**src/rtl/parity_types_pkg.sv**
```systemverilog
// Shared types for the parity checker and its stream controller.
package parity_types_pkg;

  typedef enum logic [2:0] {
    EVEN,
    ODD,
    MARK,
    SPACE,
    NONE
  } parity_t;

  typedef enum logic [1:0] {
    IDLE,
    BUSY,
    DRAIN
  } parity_ctrl_state_t;

endpackage

```
**src/rtl/parity_check_ctrl_if.sv**
```systemverilog
// Stream, configuration and statistics bundle for parity_check_ctrl.
interface parity_check_ctrl_if
  import parity_types_pkg::*;
#(
  parameter int BITWIDTH  = 8,
  parameter int CNT_WIDTH = 16
) ();

  logic                 cfgWe;
  parity_t              cfgParityType;
  parity_t              activeParityType;
  logic                 inValid;
  logic                 inReady;
  logic [BITWIDTH:0]    inData;
  logic                 outValid;
  logic                 outReady;
  logic [BITWIDTH-1:0]  outData;
  logic                 outParityOk;
  logic                 errClr;
  logic [CNT_WIDTH-1:0] errCount;
  logic                 errFlag;
  logic                 busy;

  modport master (
    output cfgWe, cfgParityType, inValid, inData, outReady, errClr,
    input  activeParityType, inReady, outValid, outData, outParityOk,
           errCount, errFlag, busy
  );

  modport slave (
    input  cfgWe, cfgParityType, inValid, inData, outReady, errClr,
    output activeParityType, inReady, outValid, outData, outParityOk,
           errCount, errFlag, busy
  );

endinterface

```
**src/rtl/parity_check.sv**
```systemverilog
// Combinational parity check of a {data, parityBit} word against a parity type.
module parity_check
  import parity_types_pkg::*;
#(
  parameter int BITWIDTH = 8
) (
  input  logic [BITWIDTH:0] word,
  input  parity_t           parity_type,
  output logic              ok
);

  always_comb begin
    ok = 1'b1;
    unique case (parity_type)
      EVEN:    ok = ~^word;
      ODD:     ok = ^word;
      MARK:    ok = word[0];
      SPACE:   ok = ~word[0];
      default: ok = 1'b1;
    endcase
  end

endmodule

```
**src/rtl/parity_check_ctrl.sv**
```systemverilog
// Valid/ready wrapper around parity_check with drained config update and error stats.
// Optional build macro PARITY_CTRL_DROP_EN: failing words are counted but not forwarded.
module parity_check_ctrl
  import parity_types_pkg::*;
#(
  parameter int      BITWIDTH     = 8,
  parameter int      CNT_WIDTH    = 16,
  parameter parity_t RESET_PARITY = NONE
) (
  input logic               clk,
  input logic               rstN,
  parity_check_ctrl_if.slave bus
);

`ifdef PARITY_CTRL_DROP_EN
  localparam bit DROP_EN = 1'b1;
`else
  localparam bit DROP_EN = 1'b0;
`endif

  localparam logic [CNT_WIDTH-1:0] CNT_MAX = '1;
  localparam logic [CNT_WIDTH-1:0] CNT_ONE = CNT_WIDTH'(1);

  parity_ctrl_state_t    state;
  parity_t               active_type;
  parity_t               pending_type;
  logic                  out_valid;
  logic                  busy_r;
  logic [BITWIDTH-1:0]   out_data;
  logic                  out_ok;
  logic [CNT_WIDTH-1:0]  err_count;
  logic                  err_flag;

  logic word_ok;
  logic ready;
  logic accept;
  logic fail;
  logic keep;
  logic hold_busy;

  parity_check #(.BITWIDTH(BITWIDTH)) u_check (
    .word        (bus.inData),
    .parity_type (active_type),
    .ok          (word_ok)
  );

  assign ready     = (state == IDLE) || ((state == BUSY) && bus.outReady);
  assign accept    = bus.inValid && ready;
  assign fail      = accept && !word_ok;
  assign keep      = accept && (word_ok || !DROP_EN);
  // In BUSY the register stays occupied unless the consumer takes it and nothing replaces it.
  assign hold_busy = keep || !bus.outReady;

  always_ff @(posedge clk or negedge rstN) begin
    if (!rstN) begin
      state        <= IDLE;
      active_type  <= RESET_PARITY;
      pending_type <= RESET_PARITY;
      out_valid    <= 1'b0;
      busy_r       <= 1'b0;
      out_data     <= '0;
      out_ok       <= 1'b0;
    end else begin
      if (keep) begin
        out_data <= bus.inData[BITWIDTH:1];
        out_ok   <= word_ok;
      end
      unique case (state)
        IDLE: begin
          if (keep) begin
            out_valid <= 1'b1;
            busy_r    <= 1'b1;
            if (bus.cfgWe) begin
              pending_type <= bus.cfgParityType;
              state        <= DRAIN;
            end else begin
              state <= BUSY;
            end
          end else if (bus.cfgWe) begin
            active_type <= bus.cfgParityType;
          end
        end
        BUSY: begin
          if (!hold_busy) begin
            out_valid <= 1'b0;
            busy_r    <= 1'b0;
            state     <= IDLE;
            if (bus.cfgWe) active_type <= bus.cfgParityType;
          end else if (bus.cfgWe) begin
            pending_type <= bus.cfgParityType;
            state        <= DRAIN;
          end
        end
        DRAIN: begin
          if (bus.cfgWe) pending_type <= bus.cfgParityType;
          if (bus.outReady) begin
            active_type <= bus.cfgWe ? bus.cfgParityType : pending_type;
            out_valid   <= 1'b0;
            busy_r      <= 1'b0;
            state       <= IDLE;
          end
        end
        default: begin
          out_valid <= 1'b0;
          busy_r    <= 1'b0;
          state     <= IDLE;
        end
      endcase
    end
  end

  always_ff @(posedge clk or negedge rstN) begin
    if (!rstN) begin
      err_count <= '0;
      err_flag  <= 1'b0;
    end else if (bus.errClr) begin
      err_count <= fail ? CNT_ONE : '0;
      err_flag  <= fail;
    end else if (fail) begin
      if (err_count != CNT_MAX) err_count <= err_count + CNT_ONE;
      err_flag <= 1'b1;
    end
  end

  assign bus.activeParityType = active_type;
  assign bus.inReady          = ready;
  assign bus.outValid         = out_valid;
  assign bus.outData          = out_data;
  assign bus.outParityOk      = out_ok;
  assign bus.errCount         = err_count;
  assign bus.errFlag          = err_flag;
  assign bus.busy             = busy_r;

endmodule

```
**src/flat_wrapper.sv**
```systemverilog
// flat-port wrapper written by rule: the top's interface ports become plain ports
module parity_check_ctrl_flat import parity_types_pkg::*;
#(
  parameter int      BITWIDTH     = 8,
  parameter int      CNT_WIDTH    = 16,
  parameter parity_t RESET_PARITY = NONE
)
  (clk, rstN, bus_cfgWe, bus_cfgParityType, bus_inValid, bus_inData, bus_outReady, bus_errClr, bus_activeParityType, bus_inReady, bus_outValid, bus_outData, bus_outParityOk, bus_errCount, bus_errFlag, bus_busy);
  parity_check_ctrl_if #(.BITWIDTH(BITWIDTH), .CNT_WIDTH(CNT_WIDTH)) bus_i ();
  input logic clk;
  input logic rstN;
  input wire logic [$bits(bus_i.cfgWe)-1:0] bus_cfgWe;
  input wire logic [$bits(bus_i.cfgParityType)-1:0] bus_cfgParityType;
  input wire logic [$bits(bus_i.inValid)-1:0] bus_inValid;
  input wire logic [$bits(bus_i.inData)-1:0] bus_inData;
  input wire logic [$bits(bus_i.outReady)-1:0] bus_outReady;
  input wire logic [$bits(bus_i.errClr)-1:0] bus_errClr;
  output wire logic [$bits(bus_i.activeParityType)-1:0] bus_activeParityType;
  output wire logic [$bits(bus_i.inReady)-1:0] bus_inReady;
  output wire logic [$bits(bus_i.outValid)-1:0] bus_outValid;
  output wire logic [$bits(bus_i.outData)-1:0] bus_outData;
  output wire logic [$bits(bus_i.outParityOk)-1:0] bus_outParityOk;
  output wire logic [$bits(bus_i.errCount)-1:0] bus_errCount;
  output wire logic [$bits(bus_i.errFlag)-1:0] bus_errFlag;
  output wire logic [$bits(bus_i.busy)-1:0] bus_busy;
  assign bus_i.cfgWe = bus_cfgWe;
  assign bus_i.cfgParityType = bus_cfgParityType;
  assign bus_i.inValid = bus_inValid;
  assign bus_i.inData = bus_inData;
  assign bus_i.outReady = bus_outReady;
  assign bus_i.errClr = bus_errClr;
  assign bus_activeParityType = bus_i.activeParityType;
  assign bus_inReady = bus_i.inReady;
  assign bus_outValid = bus_i.outValid;
  assign bus_outData = bus_i.outData;
  assign bus_outParityOk = bus_i.outParityOk;
  assign bus_errCount = bus_i.errCount;
  assign bus_errFlag = bus_i.errFlag;
  assign bus_busy = bus_i.busy;
  parity_check_ctrl #(.BITWIDTH(BITWIDTH), .CNT_WIDTH(CNT_WIDTH), .RESET_PARITY(RESET_PARITY)) u_core (.clk(clk), .rstN(rstN), .bus(bus_i));
endmodule
```
**config.mk**
```make
export PLATFORM = sky130hd
export DESIGN_NAME = parity_check_ctrl_flat
export DESIGN_NICKNAME = d
export VERILOG_FILES = /design/src/rtl/parity_types_pkg.sv /design/src/rtl/parity_check_ctrl_if.sv /design/src/rtl/parity_check.sv /design/src/rtl/parity_check_ctrl.sv /design/src/flat_wrapper.sv
export SDC_FILE = /design/constraint.sdc
export NUM_CORES = 1
export LEC_CHECK = 0
export CAP_MARGIN = 20
export CORE_MARGIN = 10
export CORE_UTILIZATION = 47
export DETAILED_ROUTE_END_ITERATION = 10
export PLACE_DENSITY = 0.91
export SETUP_SLACK_MARGIN = 0.1
export SLEW_MARGIN = 0
export SYNTH_ARGS = -nofsm -noshare
export SYNTH_HDL_FRONTEND = slang
export SYNTH_SLANG_ARGS = --single-unit
export TNS_END_PERCENT = 1
```
**constraint.sdc**
```tcl
create_clock -name clk -period 2.9 [get_ports clk]
set_clock_uncertainty 0.2 [all_clocks]
set_input_delay 0.87 -clock clk [delete_from_list [all_inputs] [get_ports clk]]
set_output_delay 0.87 -clock clk [all_outputs]
set_load 0.02 [all_outputs]
```
==> metrics.txt <==
Routed Antenna Nets 0; Clock Latency Late Sink 0.29 ns; share of the synthesized area in the top cell type 46.2%; register area 878 um^2; Pre-antenna DRT Iters 4; PD cells 531 mW/mm^2; number of flops mapped to enable cells by yosys 0; fin crit share 99.7%; Multi-input gate area 951 um^2; syn nets 199; fin nets 258; total design power 1.41 mW; synthesized area 0.00179 mm^2; fmax 0.346 GHz; vias post-DR 1590; Sink Count 35; num rows 22; largest net degree at the start of global routing 36; post-synthesis sequential area ratio 49.1%; CTS Buffer Depth 2; top cells by area, synth dfrtp_1, mux2_2, a21oi_1; worst endpoint required time 2.91 ns; Iter 0 DRT Violations 128; WS Path Type in2reg; full die area 0.00667 mm^2; initial antenna violation count 0; I/O pins 50; Final setup viols 0; Worst Setup End Kind flip-flop; vias in the first global route 1619; global-route wire length before repair 7780 um; die width 81.7 um; global route overflow 0; Total Wirelength 4770 um; vias per inst 5.52; Worst Max-Slew Pin Slew 0.766 ns; crit path launch type input pin; H-tree levels 2; Die H 81.7 um; Clock Tree Root clkbuf_8; Lkg Pwr 1.03 nW; CP peak stage delay 0.60 ns; # fillers 258; Arr. time, crit path 2.90 ns; crit path time final 2.89 ns; Global Route Usage Sum 15.0%; dpl hpwl 3120 um; final core occ 72.3%; max-cap viol count 0; port bufs 49; Seq cells post-synth 35; synthesized instance count 180; share of post-route cells with drive strength above 1 26.7%; slowest stage cell, crit path or4b_4; async set or reset register ratio after synthesis 100%; worst vdd ir 419 uV; Fin. Hold Viols 0; status completed; CP cell instances buf_8, xnor2_4, xnor2_2, xnor2_1, nor3_1, or4b_4, buf_12, or4_4, a21oi_2; Initial Util 48.8%; CTS buffer count 5; CTS tree built; Worst-path clk slew 0.07 ns; Setup TNS 0 ns; Hold Crit Class reg2reg; relative max-transition margin 48.7%; RSZ-0062 raised after global routing yes; P&R area growth vs syn 48.0%; post-synth cell types 36; Place WS -0.707 ns; commonest non-fill, non-tap cell in the layout clkdlybuf4s50_1; most frequent cells in the layout clkdlybuf4s50_1, dfrtp_1, a21oi_1; synthesized area per cell 9.93 um^2; max-slew violations 0; DR DRC count 0; core footprint 0.00366 mm^2; Final Worst Setup Slack 0.00919 ns; routability cong. 0.774; crit path max fanout 7; Main synth FF type dfrtp_1; antenna cells 0; leading area contributor after synthesis dfrtp_1; Warnings, synthesis 0; drt wl/cell 16.6 um
[registers in the layout (all words and copies together) (netlist names)]
signal / flops
u_core.bus.outData: 8
u_core.bus.outValid: 1
u_core.state: 2
u_core.pending_type: 3
u_core.bus.errCount: 16
u_core.bus.errFlag: 1
u_core.bus.activeParityType: 3
u_core.bus.outParityOk: 1
[metal layers]
layer / wire (um) / share of wire (%) / global-route usage, %
met1: 1800 / 38 / 16.5
met2: 2420 / 51 / 24.6
met3: 469 / 9.8 / 7.42
met4: 73 / 1.5 / 5.61
met5: 0 / 0 / 0
[area by class of cell]
type,instances,share of cell area [%]
Clock inverter,1,0.189
Tap cell,48,2.27
Sequential cell,35,33.2
Timing Repair Buffer,63,24.4
Inverter,8,1.13
Clock buffer,7,2.88
Multi-Input combinational cell,126,35.9
[synth_stat cells (all sizes together) (3+ instances only)]
| library cell | n |
|---|---|
| nand3 | 4 |
| dfrtp | 33 |
| buf | 5 |
| nand2 | 11 |
| or4 | 11 |
| mux2 | 11 |
| nor3 | 6 |
| mux2i | 3 |
| inv | 8 |
| o31ai | 11 |
| clkbuf | 6 |
| nand4 | 4 |
| nor2 | 11 |
| o21ai | 9 |
| xnor2 | 6 |
| a21oi | 19 |
[cell families after synthesis]
logic type	count (synthesis)	synth area share, %
buffers and inverters	19	4.76
xor gates and xnor gates	8	3.92
adders and majority gates	1	0.700
and+or+nand+nor	58	17.7
DFF	35	49.1
AOI/OAI and AO/OA	45	15.2
muxes	14	8.61
[worst max-delay path, delay by kind of cell]
family / cells / cell delay (ns)
and+or+nand+nor: 3 / 1.13
xor gates and xnor gates: 3 / 0.49
buffers and inverters: 2 / 0.27
AOI/OAI and AO/OA: 1 / 0.12
[stage by stage]
stage               hold WS (ns)  area, um^2  std cells
finish                     0.306        2650        288
global placement           0.287        2380        278
floorplan                  0.279        1790        180
CTS                        0.309        2620        289
global route               0.330        2650        288
detailed placement         0.294        2380        278
[report_power, final]
group	switching, mW	leakage [nW]	internal [mW]
Combinational	0.218	0.541	0.240
Sequential	0.0510	0.443	0.559
Clock	0.170	0.0422	0.168
[repair_timing]
action,CTS,global route
endpoints found under the setup margin,17,17
cloned,2,0
hold buffers,0,0
endpoints found under the hold margin,0,0
setup buffers,1,0
gates resized for setup,64,11
pin swaps,30,14
[path summary, 6_finish.rpt]
| kind | start | to | slack [ns] | cells past startpoint |
|---|---|---|---|---|
| max in group asynchronous | rstN | u_core.bus.activeParityType[2]$_DFFE_PN1P_ | 1.38 | 2 |
| worst max-delay path | bus_inData[2] | u_core.bus.errCount[13]$_DFFE_PN0P_ | 0.009 | 9 |
| min in group asynchronous | rstN | u_core.pending_type[1]$_DFFE_PN0P_ | 0.79 | 2 |
| worst min register to register | u_core.bus.outData[2]$_DFFE_PN0P_ | u_core.bus.outData[2]$_DFFE_PN0P_ | 0.31 | 1 |
| worst max register to register | u_core.state[1]$_DFFE_PN0P_ | u_core.bus.errCount[13]$_DFFE_PN0P_ | 0.36 | 5 |
| worst min-delay path | u_core.bus.outData[2]$_DFFE_PN0P_ | u_core.bus.outData[2]$_DFFE_PN0P_ | 0.31 | 1 |
Power figures use the tool's default switching activity.
